### src/rtl/wallace_mac_accumulator.sv
// Dot-product accumulator behind the pipelined Wallace multiplier: carries a valid/last
// tag alongside each operand pair and sums the products as their tags emerge.
module wallace_mac_accumulator #(
    parameter int LATENCY = 13,
    parameter int PROD_W  = 32,
    parameter int ACC_W   = 40,
    parameter int CNT_W   = 16
) (
    input  logic              clk,
    input  logic              rst,
    input  logic              in_valid,
    input  logic              in_last,
    input  logic              abort,
    input  logic [PROD_W-1:0] prod,
    output logic [ACC_W-1:0]  acc_out,
    output logic              acc_valid,
    output logic [CNT_W-1:0]  count_out,
    output logic              overflow,
    output logic              busy
);

    // Tag pipeline: stage LATENCY lines up with the multiplier output.
    logic [LATENCY:1] vld_pipe;
    logic [LATENCY:1] lst_pipe;
    logic             tap_vld;
    logic             tap_lst;
    logic             tap_done;

    logic [ACC_W-1:0] acc;
    logic [ACC_W-1:0] acc_nxt;
    logic [CNT_W-1:0] cnt;
    logic [CNT_W-1:0] cnt_nxt;
    logic             ovf;
    logic             ovf_nxt;
    logic [ACC_W:0]   sum;

    assign tap_vld  = vld_pipe[LATENCY];
    assign tap_lst  = lst_pipe[LATENCY];
    assign tap_done = tap_vld & tap_lst;

    always_ff @(posedge clk) begin
        if (rst || abort) begin
            vld_pipe <= '0;
            lst_pipe <= '0;
        end else begin
            vld_pipe[1] <= in_valid;
            lst_pipe[1] <= in_valid & in_last;
            for (int i = 2; i <= LATENCY; i++) begin
                vld_pipe[i] <= vld_pipe[i-1];
                lst_pipe[i] <= lst_pipe[i-1];
            end
        end
    end

    // One extra bit catches the carry out; once saturated the group stays pinned at all-ones.
    always_comb begin
        sum     = {1'b0, acc} + {{(ACC_W + 1 - PROD_W){1'b0}}, prod};
        ovf_nxt = sum[ACC_W] | ovf;
        acc_nxt = ovf_nxt ? {ACC_W{1'b1}} : sum[ACC_W-1:0];
        cnt_nxt = (&cnt) ? cnt : cnt + CNT_W'(1);
    end

    always_ff @(posedge clk) begin
        if (rst || abort) begin
            acc <= '0;
            cnt <= '0;
            ovf <= 1'b0;
        end else if (tap_vld) begin
            if (tap_lst) begin
                acc <= '0;
                cnt <= '0;
                ovf <= 1'b0;
            end else begin
                acc <= acc_nxt;
                cnt <= cnt_nxt;
                ovf <= ovf_nxt;
            end
        end
    end

    // Result registers hold across abort so the last good group stays visible.
    always_ff @(posedge clk) begin
        if (rst) begin
            acc_out   <= '0;
            count_out <= '0;
            overflow  <= 1'b0;
            acc_valid <= 1'b0;
        end else if (abort) begin
            acc_valid <= 1'b0;
        end else begin
            acc_valid <= tap_done;
            if (tap_done) begin
                acc_out   <= acc_nxt;
                count_out <= cnt_nxt;
                overflow  <= ovf_nxt;
            end
        end
    end

    assign busy = (|vld_pipe) | (cnt != '0);

endmodule

### config.mk
export PLATFORM = sky130hd
export DESIGN_NAME = wallace_mac_accumulator
export DESIGN_NICKNAME = d
export VERILOG_FILES = /design/src/rtl/wallace_mac_accumulator.sv
export SDC_FILE = /design/constraint.sdc
export NUM_CORES = 1
export LEC_CHECK = 0
export ABC_AREA = 1
export CAP_MARGIN = 0
export CORE_ASPECT_RATIO = 1.25
export CORE_MARGIN = 3
export CORE_UTILIZATION = 60
export DETAILED_ROUTE_END_ITERATION = 8
export PLACE_DENSITY = 0.95
export SYNTH_ARGS = -nofsm -noshare
export SYNTH_HDL_FRONTEND = slang
export SYNTH_SLANG_ARGS = --single-unit
### constraint.sdc
create_clock -name clk -period 5.6 [get_ports clk]
set_input_delay 1.12 -clock clk [delete_from_list [all_inputs] [get_ports clk]]
set_output_delay 1.12 -clock clk [all_outputs]
set_load 0.01 [all_outputs]
==> reports/metrics.sh, run 1 <==
OUTCOME='completed'
TIMING.HOLD.WS_NS=0.412
WORST_SETUP_HOLD_PATH_CLK_SLEW_NS=0.07
MIN_PERIOD_NS=4.14
CRITPATHLAUNCH='prod[0]'
GRT_START_MAX_NET_PINS=62
CRIT_CHAIN='clkdlybuf4s50_1 > ha_1 > fa_1 > nand3_1 > nand3_1 > nand2_1 > nand2_1 > nand4_2 > nand4_2 > nor2_4 > inv_1 > o21ai_0 > inv_1'
ANTENNA_FOUND_INITIAL=0
CRITPATHLAUNCHTYPE='input port'
SYN-INSTANCE-COUNT=1330
FINAL_CRITICAL_PATH_SHARE_OF_THE_CLOCK_PERIOD=0.739
TRITONCTS.NUM_BUFFERS=17
TIMING.CRITICAL_PATH.ARRIVAL_NS=4.45
PATH_CLASS='input port to register'
GRT_SETUP_UNREPAIRED='no'
POWER.DENSITY_mW_PER_MM2=237
FLOW.AREA_GROWTH_FROM_SYNTHESIS_PCT=20.4
WORSTHOLDPATHCELLS=2
SETUP-TNS-FINAL_NS=0
SYNTH_ENABLE_FLOP_CELLS=0
HOLD_VIOLATIONS=0
POST_SYNTH_INSTANCE_AREA_SQ_MM=0.00828
MAX_SLEW_VIOLATIONS=0
POST_DRT_VIA_CELL_RATIO=5.45
YS_SEQ_ELEMENTS=141
ROUTED_WL_MICRONS=25300
CRITICAL_PATH.MAX_STAGE_DELAY_NS=0.73
PEAKVDDDROP_V=0.000223
DRIVE_ABOVE_1_SHARE=0.0450
CTS_MAX_LEVEL=4
GPL.FINAL_WEIGHTED_CONGESTION=0.999
CTS_RESIZED=0
NET_COUNT_OF_THE_MAPPED_NETLIST=1402
WORSTSKEWPAIRLATENCY_NS=0.43
PATH_BUF_INV=3
WL_PER_CELL_MICRONS=15.9
NUM_ROWS=47
INITIAL_UTILIZATION=0.620
DP_HPWL_MICRONS=18600
GLOBALROUTEOVERFLOWTOTAL=0
RR_WORST_DEPTH=12
POST-CTS-SETUP-BUFFERS=0
FINALNETCOUNT=1482
HOLD_EP='lst_pipe[13]'
POST-SYNTH-TOP-AREA-FRACTION=0.341
TIMING.HOLD.WORST.START='lst_pipe[12]'
FINAL.SETUP_SKEW_NS=0.00944
MAX_CAP_VIOLATIONS=0
GRT_USAGE=0.331
IO_PINS=96
P_TOTAL_mW=2.36
DIEWIDTH_MICRONS=111
ANTENNA-DIODE-COUNT=0
CRITPATHMAXFANOUT=25
BUFFER_PORTS.INSERTED=95
DIE-AREA_SQ_MM=0.0153
POST-SYNTH-TOP-COUNT-CELL='sky130_fd_sc_hd__nand2_1'
TRITONCTS='done'
YOSYSSEQAREASHARE=0.341
SYNTH.TOP_CELLS.BY_AREA='sky130_fd_sc_hd__dfxtp_1, sky130_fd_sc_hd__nand2_1, sky130_fd_sc_hd__inv_1, sky130_fd_sc_hd__nor2_1, sky130_fd_sc_hd__ha_1'
REGTOREGSETUPSLACK_NS=2.31
DRT_FIRST_PASS_ITERS=5
CRIT-REG2REG-LAUNCH='acc[0]'
YOSYSWARNINGS=0
CRITICAL_PATH_REQUIRED_NS=5.92
MAX_SLEW.WORST_PIN.SLEW_NS=1.07
DRT_DRC_VIOLATIONS_LEFT=0
FIRST_GLOBAL_VIAS=8395
NUM_VIAS=8690
HOLD_PATH_CLASS='register to register'
SYNTH.CELLS.MOST_FREQUENT='sky130_fd_sc_hd__nand2_1, sky130_fd_sc_hd__inv_1, sky130_fd_sc_hd__nor2_1, sky130_fd_sc_hd__dfxtp_1, sky130_fd_sc_hd__a21oi_1'
WORST_SLEW_MARGIN_RELATIVE_TO_ITS_LIMIT=0.283
HOLD_BUFFERS=0
CP_SLOWEST_CELL='sky130_fd_sc_hd__nor2_4'
DETAILEDROUTE.FIRSTITERATIONVIOLATIONS=802
TIMING.FINAL.SETUP_VIOLATIONS=0
SYNTHESIS.AREA_PER_INSTANCE_SQ_UM=6.23
ANTENNA_VIOLATING_NETS_POST_ROUTE=0
NETLIST-CELL-TYPE-COUNT=34
CLKSINKCOUNT=141
NUMBER_OF_BUFFERS_BETWEEN_CLOCK_ROOT_AND_THE_DEEPEST_SINK=2
DIE_HEIGHT_MICRONS=137
CRITICAL_PATH.ENDPOINT_TYPE='register'
SYNTHDOMINANTAREACELLTYPE='sky130_fd_sc_hd__dfxtp_1'
CLOCK-ROOT-BUFFER='sky130_fd_sc_hd__clkbuf_16'
P_LEAK_nW=4.66
YS.FLOP_TYPE='sky130_fd_sc_hd__dfxtp_1'
R2R_END='acc_out[1]'
CLOCK.FMAX_MHz=242
CORE_BOX_AREA_SQ_MM=0.0133
WORST_PATH_DOMINANT_CELL_FAMILY='simple AND/OR/NAND/NOR gates'
WIRE_LENGTH_OF_THE_FIRST_GLOBAL_ROUTING_PASS_MICRONS=40600
YS_ASYNC_SR_FRACTION=0
[cell type report]
class                   count  area, sq um
clock buffers              17          425
clock inverters            15          216
fillers                  1056         3380
inverters                 214          803
multi-input cells         933         4480
flip-flops and latches    141         2820
well taps                 171          214
repair buffers            103         1010
[state kept, by name, indices dropped and copies added, names as in the netlist]
signal,cells
count_out,16
lst_pipe,13
cnt,16
vld_pipe,13
acc_out,40
acc,40
ovf,1
acc_valid,1
overflow,1
[cell families after synthesis]
family | count (synthesis) | share of synthesized area
adders and majority gates | 35 | 0.0538
AOI/OAI and AO/OA | 182 | 0.121
and+or+nand+nor | 687 | 0.333
DFF | 141 | 0.341
buffers and inverters | 256 | 0.120
xor gates and xnor gates | 29 | 0.0307
[layer usage]
metal,share of wire,vias to the layer above,global-route usage
met3,0.065,78,0.0589
met4,0.040,0,0.147
met5,0,-,0
met2,0.50,387,0.616
li1,-,4293,-
met1,0.39,3932,0.370
[power breakdown]
group / switching, mW / total [mW] / internal (mW)
combinational: 0.0735 / 0.121 / 0.0472
clock: 0.512 / 1.24 / 0.726
sequential: 0.000305 / 1.00 / 1.00
[worst min-delay path, cell delays in order, from the launching register on]
cell	delay (ns)
sky130_fd_sc_hd__dfxtp_1	0.30
sky130_fd_sc_hd__inv_1	0.04
sky130_fd_sc_hd__nor2_1	0.03
[layout by cell type, fill, tap and decap left out, types with 17 or more instances in the layout]
cell / synthesis / final
sky130_fd_sc_hd__a21oi_1: 73 / 73
sky130_fd_sc_hd__dfxtp_1: 141 / 141
sky130_fd_sc_hd__xor2_1: 17 / 17
sky130_fd_sc_hd__nand3_1: 57 / 57
sky130_fd_sc_hd__nand2_1: 418 / 418
sky130_fd_sc_hd__ha_1: 34 / 34
sky130_fd_sc_hd__clkdlybuf4s50_1: 0 / 95
sky130_fd_sc_hd__o21ai_0: 66 / 66
sky130_fd_sc_hd__nor2_1: 174 / 172
sky130_fd_sc_hd__inv_1: 211 / 210
sky130_fd_sc_hd__clkbuf_16: 0 / 17
[worst max path at each step]
| stage | slack, ns | endpoint | cells after the start |
|---|---|---|---|
| final | 1.46 | acc_out[1] | 13 |
| after global routing | 1.28 | acc_out[1] | 13 |
| after CTS | 1.53 | acc_out[1] | 13 |
| after detailed placement | 1.08 | acc_out[1] | 13 |
| after global placement | 1.27 | acc_out[1] | 13 |
| after floorplan | 2.55 | acc_out[12] | 13 |
[through the flow]
stage,worst slack [ns],instances,instance area (sq um),util
floorplan,2.55,1330,8280,-
global placement,1.27,1562,9330,0.699
detailed placement,1.08,1562,9330,0.699
CTS,1.53,1594,9970,0.747
global route,1.28,1594,9970,0.747
finish,1.46,1594,9970,0.747
(Power assumes the default switching activity.)
==> run 2, diff against run 1 <==
CORE_UTILIZATION = 51   (was 60)
PLACE_DENSITY = 0.87   (was 0.95)
clock period = 3.5 ns   (was 5.6 ns; I/O delays follow)
==> reports/metrics.sh, run 2 (synthesized netlist as in run 1, its figures left out) <==
WL_PER_CELL_MICRONS=15.2
MAX_CAP_VIOLATIONS=0
DP_HPWL_MICRONS=19100
COMMONEST_NON_FILL_NON_TAP_CELLS_IN_THE_LAYOUT='sky130_fd_sc_hd__nand2_1, sky130_fd_sc_hd__inv_1, sky130_fd_sc_hd__nor2_1'
DRT_DRC_VIOLATIONS_LEFT=0
CRIT_CHAIN='clkdlybuf4s50_1 > ha_1 > fa_1 > nand3_1 > nand3_1 > nand2_1 > nand2_1 > nand4_2 > nand3_1 > nor2_1 > buf_4 > nand2_1 > o21ai_0 > inv_1'
R2R_END='acc_out[15]'
POST-PLACE-CELLS=1614
FINAL_CRITICAL_PATH_SHARE_OF_THE_CLOCK_PERIOD=0.890
POWER_REPORT.INTERNAL_TOTAL_mW=2.63
POWER.SHARE.CLOCK=0.490
ROUTED_WL_MICRONS=25100
CRITICAL_PATH.MAX_STAGE_DELAY_NS=0.45
P_LEAK_nW=4.69
ANTENNA-DIODE-COUNT=0
FLOW.AREA_GROWTH_FROM_SYNTHESIS_PCT=21.4
GRT.MET1_USAGE=0.326
TRITONCTS='done'
CRIT-REG2REG-LAUNCH='acc[0]'
DIE_HEIGHT_MICRONS=148
DETAILEDROUTE.FIRSTITERATIONVIOLATIONS=653
NUM_VIAS=8583
NUM_ROWS=51
PLACE_WS_NS=-0.0339
BUSIEST_LAYER='met2'
POST_LAYOUT_NONFILLER_INSTANCES=1646
SEQUENTIALPOWERSHARE=0.453
MOSTFREQUENTLAYOUTCELL='sky130_fd_sc_hd__nand2_1'
SETUP_WS_NS=0.385
POST_DRT_VIA_CELL_RATIO=5.21
CLOCK-ROOT-BUFFER='sky130_fd_sc_hd__clkbuf_16'
TIMING.HOLD.WORST.START='lst_pipe[2]'
P_SW_FRAC=0.260
CRITICAL_PATH.ENDPOINT_TYPE='register'
POST-CTS-SETUP-BUFFERS=0
POWER.COMBINATIONAL.FRACTION=0.057
HOLD_EP='lst_pipe[3]'
IO_PINS=96
ANTENNA_FOUND_INITIAL=0
PATH_CLASS='input port to register'
DIE-AREA_SQ_MM=0.0178
POWER.DENSITY_mW_PER_MM2=353
REGTOREGSETUPSLACK_NS=0.83
SWITCHINGPOWER_mW=0.920
MAX_SLEW.WORST_PIN.SLEW_NS=0.700
WORSTSKEWPAIRLATENCY_NS=0.43
USE_MET3=0.0422
INITIAL_UTILIZATION=0.525
TIMING.CRITICAL_PATH.ARRIVAL_NS=3.44
FIRST_GLOBAL_VIAS=8281
GRT_USAGE=0.280
LARGESTREGISTERS='acc (40), acc_out (40)'
WIRE_LENGTH_OF_THE_FIRST_GLOBAL_ROUTING_PASS_MICRONS=40000
CRITPATHLAUNCHTYPE='input port'
BUFFER_PORTS.INSERTED=95
WORST_SLEW_MARGIN_RELATIVE_TO_ITS_LIMIT=0.532
WORST_SETUP_HOLD_PATH_CLK_SLEW_NS=0.06
MAX_SLEW_VIOLATIONS=0
CRITPATHMAXFANOUT=15
OUTCOME='completed'
NUMBER_OF_BUFFERS_BETWEEN_CLOCK_ROOT_AND_THE_DEEPEST_SINK=2
HOLD_PATH_CLASS='register to register'
CP_SLOWEST_CELL='sky130_fd_sc_hd__clkdlybuf4s50_1'
TRITONCTS.NUM_BUFFERS=17
MIN_PERIOD_NS=3.12
GRT_SETUP_UNREPAIRED='no'
HOLD_BUFFERS=0
FINALNETCOUNT=1493
GRT.MET2_USAGE=0.500
GRT_START_MAX_NET_PINS=56
FINAL.SETUP_SKEW_NS=0.0103
CRITPATHLAUNCH='prod[0]'
DRT_FIRST_PASS_ITERS=5
CTS_RESIZED=0
DIEWIDTH_MICRONS=120
FIN_UTIL=0.638
CTS_MAX_LEVEL=4
DRIVE_ABOVE_1_SHARE=0.0516
RR_WORST_DEPTH=13
ANTENNA_VIOLATING_NETS_POST_ROUTE=0
WORSTHOLDPATHCELLS=2
CRITICAL_PATH_REQUIRED_NS=3.83
GLOBALROUTEOVERFLOWTOTAL=0
GPL.FINAL_WEIGHTED_CONGESTION=1.04
CORE_BOX_AREA_SQ_MM=0.0158
CLKSINKCOUNT=141
CLOCK.FMAX_MHz=321
HOLD_VIOLATIONS=0
PEAKVDDDROP_V=0.000237
TIMING.FINAL.SETUP_VIOLATIONS=0
## run 2: per-layer routing
layer	routed length, microns	vias up
li1	-	4307
met1	10100	3896
met2	12400	312
met3	1480	68
met4	994	0
met5	0	-
## run 2: how the worst max path moves through the flow
| stage | endpoint | cells after the start |
|---|---|---|
| after floorplan | acc_out[12] | 13 |
| after global routing | acc_out[14] | 14 |
| after CTS | acc_out[15] | 14 |
| after detailed placement | acc_out[15] | 14 |
| after global placement | acc_out[7] | 14 |
| final | acc_out[15] | 14 |
## run 2: stage by stage
stage          setup TNS, ns  total power, mW  hold WS (ns)  cell area, sq um
6_report                   0             3.55         0.412             10100
2_1_floorplan              0             1.75         0.394              8280
4_1_cts                    0             3.55         0.415             10100
3_5_place_dp         -0.0463             1.84         0.404              9500
5_1_grt                    0             3.64         0.422             10100
3_3_place_gp               0             1.84         0.396              9500
## run 2: power by group through the flow
stage                     Clock [mW]  Sequential, mW  Combinational (mW)
final                           1.74            1.61               0.203
after global routing            1.81            1.61               0.221
after CTS                       1.74            1.61               0.201
after detailed placement           0            1.64               0.200
after global placement             0            1.64               0.199
after floorplan                    0            1.64               0.107
## run 2: critical path: cells and delay by family
| kind | cells | cell delay, ns |
|---|---|---|
| and+or+nand+nor | 8 | 1.06 |
| buffers and inverters | 3 | 0.82 |
| adders and majority gates | 2 | 0.69 |
| AOI/OAI and AO/OA | 1 | 0.16 |
## run 2: cell type report
| class | instances | area [sq um] |
|---|---|---|
| Inverter | 214 | 803 |
| Tap cell | 212 | 265 |
| Fill cell | 1450 | 5700 |
| Clock buffer | 18 | 429 |
| Sequential cell | 141 | 2820 |
| Timing Repair Buffer | 114 | 1130 |
| Clock inverter | 14 | 126 |
| Multi-Input combinational cell | 933 | 4480 |
